File: src/rtl/pri_pkg.sv
// Shared types and helpers for the priority decoder/encoder family.
package pri_pkg;

  typedef enum logic [1:0] {
    PRI_DEC_IDLE = 2'd0,
    PRI_DEC_ACC  = 2'd1,
    PRI_DEC_HOLD = 2'd2
  } pri_dec_state_e;

  // One-hot of idx within a field of the given width; all zeros when idx is out of range.
  function automatic logic [63:0] onehot(input int unsigned idx, input int unsigned width);
    logic [63:0] res;
    res = '0;
    if (idx < width && idx < 64) res[idx[5:0]] = 1'b1;
    return res;
  endfunction

endpackage

File: src/rtl/pri_dec_cell.sv
// Binary index to one-hot decoder with range check; indices >= OUT decode to zero.
module pri_dec_cell #(
  parameter int OUT = 8,
  parameter int IN  = $clog2(OUT)
) (
  input  logic [IN-1:0]  in,
  output logic [OUT-1:0] onehot,
  output logic           legal
);

  assign legal  = (32'(in) < OUT);
  assign onehot = OUT'(pri_pkg::onehot(32'(in), OUT));

endmodule

File: src/rtl/pri_dec_acc.sv
// Accumulates decoded indices into a bitmap and emits it when full or on flush.
// Optional dup_err output enabled by defining PRI_DEC_DUP_ERR_EN.
//
// state         | meaning
// PRI_DEC_IDLE  | bitmap empty, accepting; flush ignored
// PRI_DEC_ACC   | bitmap non-empty, accepting; flush or full closes it
// PRI_DEC_HOLD  | bitmap presented on out, waiting for out_ready
module pri_dec_acc
  import pri_pkg::*;
#(
  parameter int OUT = 8,
  parameter int IN  = $clog2(OUT),
  parameter int CNT = $clog2(OUT + 1),
  parameter bit ACT = 1'b1
) (
  input  logic           clk,
  input  logic           reset_,
  input  logic           in_valid,
  output logic           in_ready,
  input  logic [IN-1:0]  in,
  input  logic           flush,
  output logic           out_valid,
  input  logic           out_ready,
  output logic [OUT-1:0] out,
  output logic [CNT-1:0] out_cnt
`ifdef PRI_DEC_DUP_ERR_EN
  ,
  output logic           dup_err
`endif
);

  pri_dec_state_e state;
  logic [OUT-1:0] map;
  logic [CNT-1:0] cnt;

  logic [OUT-1:0] dec;
  logic           legal;
  logic           accept;
  logic           new_bit;
  logic [OUT-1:0] map_nxt;
  logic [CNT-1:0] cnt_nxt;
  logic           full_nxt;

  pri_dec_cell #(.OUT(OUT), .IN(IN)) u_cell (
    .in     (in),
    .onehot (dec),
    .legal  (legal)
  );

  assign accept   = in_valid && in_ready;
  // An illegal index decodes to zero, so it can never count as a new bit.
  assign new_bit  = |(dec & ~map);
  assign map_nxt  = map | dec;
  assign cnt_nxt  = cnt + CNT'(new_bit);
  assign full_nxt = (cnt_nxt == CNT'(OUT));

  always_ff @(posedge clk or negedge reset_) begin
    if (!reset_) begin
      state     <= PRI_DEC_IDLE;
      map       <= '0;
      cnt       <= '0;
      out_valid <= 1'b0;
      in_ready  <= 1'b1;
    end else begin
      case (state)
        PRI_DEC_IDLE: begin
          if (accept && legal) begin
            map <= map_nxt;
            cnt <= cnt_nxt;
            if (full_nxt) begin
              state     <= PRI_DEC_HOLD;
              out_valid <= 1'b1;
              in_ready  <= 1'b0;
            end else begin
              state <= PRI_DEC_ACC;
            end
          end
        end
        PRI_DEC_ACC: begin
          if (accept) begin
            map <= map_nxt;
            cnt <= cnt_nxt;
          end
          // A same-cycle index is merged above before the bitmap closes.
          if (flush || (accept && full_nxt)) begin
            state     <= PRI_DEC_HOLD;
            out_valid <= 1'b1;
            in_ready  <= 1'b0;
          end
        end
        PRI_DEC_HOLD: begin
          if (out_ready) begin
            state     <= PRI_DEC_IDLE;
            map       <= '0;
            cnt       <= '0;
            out_valid <= 1'b0;
            in_ready  <= 1'b1;
          end
        end
        default: begin
          state     <= PRI_DEC_IDLE;
          map       <= '0;
          cnt       <= '0;
          out_valid <= 1'b0;
          in_ready  <= 1'b1;
        end
      endcase
    end
  end

  assign out     = ACT ? map : ~map;
  assign out_cnt = cnt;

`ifdef PRI_DEC_DUP_ERR_EN
  always_ff @(posedge clk or negedge reset_) begin
    if (!reset_) begin
      dup_err <= 1'b0;
    end else if (out_valid && out_ready) begin
      dup_err <= 1'b0;
    end else if (accept && !new_bit) begin
      dup_err <= 1'b1;
    end
  end
`endif

endmodule

File: config.mk
export PLATFORM = sky130hd
export DESIGN_NAME = pri_dec_acc
export DESIGN_NICKNAME = d
export VERILOG_FILES = /design/src/rtl/pri_pkg.sv /design/src/rtl/pri_dec_cell.sv /design/src/rtl/pri_dec_acc.sv
export SDC_FILE = /design/constraint.sdc
export NUM_CORES = 1
export LEC_CHECK = 0
export BUFFER_PORTS_ARGS = -buffer_cell sky130_fd_sc_hd__buf_2
export CORE_ASPECT_RATIO = 0.8
export CORE_MARGIN = 10
export CORE_UTILIZATION = 49
export DETAILED_ROUTE_END_ITERATION = 8
export GPL_TIMING_DRIVEN = 0
export PLACE_DENSITY = 0.75
export RECOVER_POWER = 100
export SYNTH_ARGS = -nofsm -noshare
export SYNTH_HDL_FRONTEND = slang
export SYNTH_SLANG_ARGS = --single-unit
File: constraint.sdc
create_clock -name clk -period 2.4 [get_ports clk]
set_input_delay 0.36 -clock clk [delete_from_list [all_inputs] [get_ports clk]]
set_output_delay 0.36 -clock clk [all_outputs]
set_load 0.01 [all_outputs]
; ---- Word level (Yosys, flattened, before mapping)
; Cells that the tools add are included.
; Widths: inputs -> output; s select.
[totals]
ff_bits = 16
in_bits = 8
elab_cells = 52
output_inout_bits = 14
[op_classes]
n_reduce_logical = 10
n_eq_ne = 8
mux = 23
addsub = 1
order_cmp = 2
bitwise = 3
[op_table]
columns = operator, n
row1 = $mux 8, 2
row2 = $pmux 8 s2, 1
row3 = $mux 1, 9
row4 = $and 8x8->8, 1
row5 = $mux 2, 4
row6 = $mux 4, 2
row7 = $ne 2x2->1 const B, 4
row8 = $not 8->8, 1
row9 = $or 8x8->8, 1
row10 = $pmux 4 s2, 1
row11 = $reduce_or 8->1, 1
row12 = $lt 3x7->1 const B, 1
row13 = $pmux 1 s3, 2
row14 = $pmux 2 s3, 1
row15 = $add 4x1->4, 1
row16 = $eq 4x4->1 const B, 1
row17 = $reduce_and 4->1, 1
row18 = $demux 1 s3, 1
row19 = $ge 3x1->1 const B, 1
row20 = $logic_and 1x1->1, 3
row21 = $reduce_and 3->1, 1
row22 = $eq 2x1->1 const B, 1
row23 = $eq 2x2->1 const B, 1
row24 = $logic_not 2->1, 1
row25 = other kinds (4), 4

; ---- Depth between registers and ports, before layout
[depth]
ltp_word = 12
depth_mapped = 10
ltp_nobuf = 10

; ---- By module
; From an unflattened synthesis, not the netlist that was laid out.
[hier_totals]
hier_cells = 102
hier_area_um2 = 902.1
[modules_own_cells]
columns = module, cells_each, seq_area_each_um2, n_inst, area_per_inst_um2
row1 = pri_dec_acc, 92, 401.6, 1, 825.8
row2 = pri_dec_cell, 10, 0.0, 1, 76.3

; ---- Least setup slack after synthesis
; OpenSTA, ideal clock, no wires.
[synth_timing]
path_kind = input-to-reg
from = input port in[0]
to = register state[0]
t_arrival_ns = 1.777
required_ns = 2.280
setup_ns = 0.120
slack_ns = 0.503
n_path_buf = 1
stages = 10
path_cell_list = buf_2 -> o221ai_1 -> o21ai_1 -> nand3_1 -> ha_1 -> ha_1 -> xor2_1 -> nor3_1 -> nand3_1 -> nor2b_1
[synth_via]
elab_chain_len = 12
word_cells_on_any_way = 16
classes_between = add/sub: 1 / order compare: 2 / eq/ne: 2 / mux: 5 / bitwise: 1 / reduce/logical: 5
[synth_lines]
columns = item, line_no
row1 = "start, declared", pri_dec_acc.sv:20  ; input logic [IN-1:0] in,
row2 = $lt 3x7->1 (not written as such) or $ge 3x1->1 (tied branches), pri_pkg.sv:14  ; if (idx < width && idx < 64) res[idx[5:0]] = 1'b1;
row3 = $logic_and 1x1->1 (not written as such), pri_pkg.sv:14
row4 = $mux 1 (not written as such), pri_pkg.sv:14
row5 = $demux 1 s3 (*), --
row6 = $and 8x8->8 (*), pri_dec_acc.sv:52  ; assign new_bit = |(dec & ~map);
row7 = $reduce_or 8->1 (*), pri_dec_acc.sv:52
row8 = $add 4x1->4 (*), pri_dec_acc.sv:54  ; assign cnt_nxt = cnt + CNT'(new_bit);
row9 = $eq 4x4->1 (*), pri_dec_acc.sv:55  ; assign full_nxt = (cnt_nxt == CNT'(OUT));
row10 = $logic_and 1x1->1, pri_dec_acc.sv:85  ; if (flush || (accept && full_nxt)) begin
row11 = $logic_or 1x1->1, pri_dec_acc.sv:85
row12 = $ne 2x2->1 (no source line), --
row13 = $reduce_and 3->1 (no source line), --
row14 = "end signal, assigned", pri_dec_acc.sv:86  ; state <= PRI_DEC_HOLD;
row15 = "end signal, assigned", pri_dec_acc.sv:93  ; state <= PRI_DEC_IDLE;
row16 = "end signal, assigned", pri_dec_acc.sv:101  ; state <= PRI_DEC_IDLE;
row17 = "end, declared", pri_dec_acc.sv:32  ; pri_dec_state_e state;
; Every way passes the cells marked *; elsewhere a longest branch is shown, timed or not. The select of a mux whose other input is x is not followed.
; A chain may end at the register's enable or synchronous reset.

; ---- Final worst setup path
[layout_timing]
from = register map[2] (netlist: out[2])
to = register state[0]
[layout_via]
elab_chain_len = 9
word_cells_on_any_way = 12
classes_between = add/sub: 1 / eq/ne: 2 / mux: 3 / bitwise: 2 / reduce/logical: 4
[layout_lines]
columns = item, line_no
row1 = "start, declared", pri_dec_acc.sv:33  ; logic [OUT-1:0] map;
row2 = "start signal, assigned", pri_dec_acc.sv:68  ; map <= map_nxt;
row3 = "start signal, assigned", pri_dec_acc.sv:81  ; map <= map_nxt;
row4 = $not 8->8 (*), --
row5 = $and 8x8->8 (*), pri_dec_acc.sv:52
row6 = $reduce_or 8->1 (*), pri_dec_acc.sv:52
row7 = $add 4x1->4 (*), pri_dec_acc.sv:54
row8 = $eq 4x4->1 (*), pri_dec_acc.sv:55
row9 = $logic_and 1x1->1, pri_dec_acc.sv:85
row10 = $logic_or 1x1->1, pri_dec_acc.sv:85
row11 = $ne 2x2->1 (no source line), --
row12 = $reduce_and 3->1 (no source line), --
; Marked as above.

==> impl_results.md <==
* Status: finished clean
* Initial antenna violation count at 0
* Total wire length at 1.66 mm
* H-tree levels at 1
* WP data required at around 2.6 ns
* Multiplexer share of the synthesized area at between 4 and 5%
* Area after DPL at roughly 940 um^2
* Peak VDD IR at roughly 350 uV
* CP max stage delay at between 0.3 and 0.4 ns
* Post-CTS Resized at 0
* Skew final at 0.00574 ns
* Chip height at 56.4 um
* CTS Buffer Depth at 2
* FP Rows at 13
* DP HPWL at about 1.3 mm
* Final GP Congestion at 0.847
* Post-Syn Area at slightly above 800 um^2
* Flops & latches, synth at 16
* FF-to-FF End: state[0]
* Asr flop ratio synth at between 90% and 100%
* CTS root buf: clkbuf_4
* Footprint of the multi-input gates at 372 um^2
* RSZ-0062 raised after global routing: false
* Clk slew on worst S/H paths at approximately 0.090 ns
* Critical path peak fanout at 3
* Power Dens Cells at between 400 and 500 mW/mm^2
* Syn avg cell area at about 11 um^2
* Post-synth cell types at 29
* Drt first pass iters at 4
* Endpoints failing setup at 0
* Synth top area share at around 46%
* Grt met2 use at between 10 and 15%
* Sequential cell area at between 400 and 500 um^2
* N_diodes at 0
* Largest family of logic cells by synthesized area: compound AO/OA/AOI/OAI gates
* Slew headroom at between 40 and 50%
* Layout cells sized above 1 at about 16%
* Ports at 22
* Final setup TNS at 0 ns
* Cells after Synth at 74
* Die Area at around 0.0037 mm^2
* Max Clock Freq at a little under 500 MHz
* Post-route ant nets at 0
* First-pass GRT wire length at around 2.8 mm
* Critical Path Sink: state[0]
* Commonest cells post-synth: dfrtp_1, nand2_1, a22o_1, a32o_1, mux2i_1
* Adder-Cell Fraction of Synth Area at 3.09%
* Compound-cell area share of the yosys netlist at slightly below 20%
* Core area at around 0.0016 mm^2
* TritonCTS clock tree: built
* Count leader, synth: dfrtp_1
* XOR/XNOR Fraction of Synth Area at 3.09%
* GRT met3 Usage at around 7.1%
* Worst-margin pin slew at around 0.84 ns
* Synth Area in Simple Gates at approximately 16%
* Synth area leaders: dfrtp_1, a32o_1, mux2i_1
* Critical R2R Launch: out[2]
* Share of the yosys chip area belonging to registers at 49.6%
* Final worst path period share at around 84%
* Global routing's busiest layer: met2
* Fin. Hold Viols at 0
* Reg2Reg Depth at 9
* Worst path slowest cell: dfrtp_1
* CP Capture Type: register
* Initial DRC count at 20
* Port bufs at 20
* Grt ovf at 0
* # fillers at 170
* Leak at between 0.4 and 0.5 nW
* Worst min path class: in2reg
* Met1 usage at 10.1%
* Arr. time, crit path at approximately 2.2 ns
* Largest area contributor in the netlist: dfrtp_1
* Final net count at 110
* Maxcap violations at 0
* Min Hold Slack at ~0.38 ns
* Setup crit start: out[2]
* Area growth, synth to finish at 18.2%
* Final min period at ~2 ns
* CP Launch Type: register
* Dominant synthesized flop cell: dfrtp_1
* CTS Buf Count at 3
* Final Max Tran Viols at 0
* Remaining DRCs at 0
* CTS Sinks at 16
* Via Count at approximately 640
* Cell Chain, Critical Path: o22ai_1 -> o21ai_0 -> nand3_1 -> ha_1 -> ha_1 -> xor2_1 -> nor3_1 -> nand3_1 -> nor2b_1
* Cell area after layout at 957 um^2
* DR vias/cell at 5.32
* Clk_lat worst skew at 0.30 ns
* Avg WL per Cell at ~14 um
* Post-synth EDFFs at 0
* Largest net degree at the start of global routing at 17
* Initial Utilization at about half
* Die X at around 65 um
* GRT Util Overall at under 10%
* Reg2Reg Setup Slack at 0.38 ns
* Vias in the first global route at between 600 and 700
* Critical path type: reg2reg
* Yosys Warn Count at 0
* Post-Syn Nets at 84
==> worst min path at each step <==
| stage | start | depth (start not counted) | slack (ns) | to |
|---|---|---|---|---|
| 2_1_floorplan | reset_ | 0 | 0.06 | out[0] |
| 4_1_cts | in[2] | 3 | 0.37 | out[7] |
| 3_5_place_dp | reset_ | 1 | 0.29 | out_cnt[1] |
| 3_3_place_gp | reset_ | 1 | 0.29 | out_cnt[0] |
| 5_1_grt | in[2] | 3 | 0.38 | out[7] |
| 6_report | in[2] | 3 | 0.38 | out[7] |
==> cells in the final DEF, fill, tap and decap left out <==
| cell | count |
|---|---|
| nor2_4 | 1 |
| nor3_2 | 1 |
| dfrtp_1 | 15 |
| mux2i_1 | 4 |
| a21oi_4 | 1 |
| clkbuf_4 | 3 |
| xor2_1 | 1 |
| o21ai_0 | 4 |
| ha_1 | 2 |
| a32o_1 | 4 |
| o22ai_1 | 1 |
| clkbuf_8 | 1 |
| buf_2 | 7 |
| nand3_2 | 1 |
| clkbuf_1 | 15 |
| buf_6 | 1 |
| inv_1 | 2 |
| nand2b_1 | 2 |
| o221ai_1 | 1 |
| o22a_1 | 1 |
| dlygate4sd3_1 | 1 |
| nor2_1 | 3 |
| nor3_1 | 2 |
| nor2b_1 | 2 |
| a31oi_1 | 1 |
| nand3_1 | 3 |
| o31ai_1 | 1 |
| xnor2_1 | 1 |
| nand2_1 | 10 |
| dfstp_1 | 1 |
| a22o_1 | 4 |
| a21oi_1 | 2 |
==> where the power goes <==
part | internal (mW) | switching, mW
clock network | 0.0927 | 0.0842
registers | 0.269 | 0
logic | 0.0106 | 0.0184
total | 0.373 | 0.103
==> registers in the layout, indices dropped and copies added, names as in the netlist <==
register,flops
state,2
out,8
out_cnt,4
out_valid,1
in_ready,1
==> worst max-delay path: cells and delay by family (launching register included) <==
kind / cells / cell delay [ns]
and+or+nand+nor: 4 / 0.68
xor gates and xnor gates: 1 / 0.16
DFF: 1 / 0.38
adders and majority gates: 2 / 0.44
AOI/OAI and AO/OA: 2 / 0.26
==> logic make-up after synthesis <==
logic type                 Yosys count
DFF                                 16
AOI/OAI and AO/OA                   20
and+or+nand+nor                     25
xor gates and xnor gates             2
muxes                                4
adders and majority gates            2
buffers and inverters                5
==> stage by stage <==
stage          setup slack (ns)  power, mW  utilization, %  std cells
6_report                  0.377      0.475            60.0        121
4_1_cts                   0.427      0.484            61.7        121
2_1_floorplan             0.503      0.288               -         74
5_1_grt                   0.199      0.500            60.0        121
3_3_place_gp              0.170      0.303            58.8        116
3_5_place_dp              0.159      0.303            58.8        116
==> cell type report <==
cell class / instances / share of cell area, %
repair buffers: 21 / 9.67
clock buffers: 4 / 3.79
flip-flops and latches: 16 / 42.0
plain buffers: 3 / 2.09
well taps: 22 / 2.88
inverters: 2 / 0.784
multi-input cells: 53 / 38.8
==> layer usage <==
layer | wire length (um) | part of all wire, % | vias up
met3 | 192 | 12 | 5
met5 | 0 | 0 | -
met1 | 735 | 44 | 299
met4 | 37 | 2.2 | 0
li1 | - | - | 323
met2 | 698 | 42 | 17
==> repair_timing <==
action,CTS,global route
hold endpoints to repair,15,0
hold buffers,1,0
buffers inserted,0,0
(Power assumes the default switching activity.)
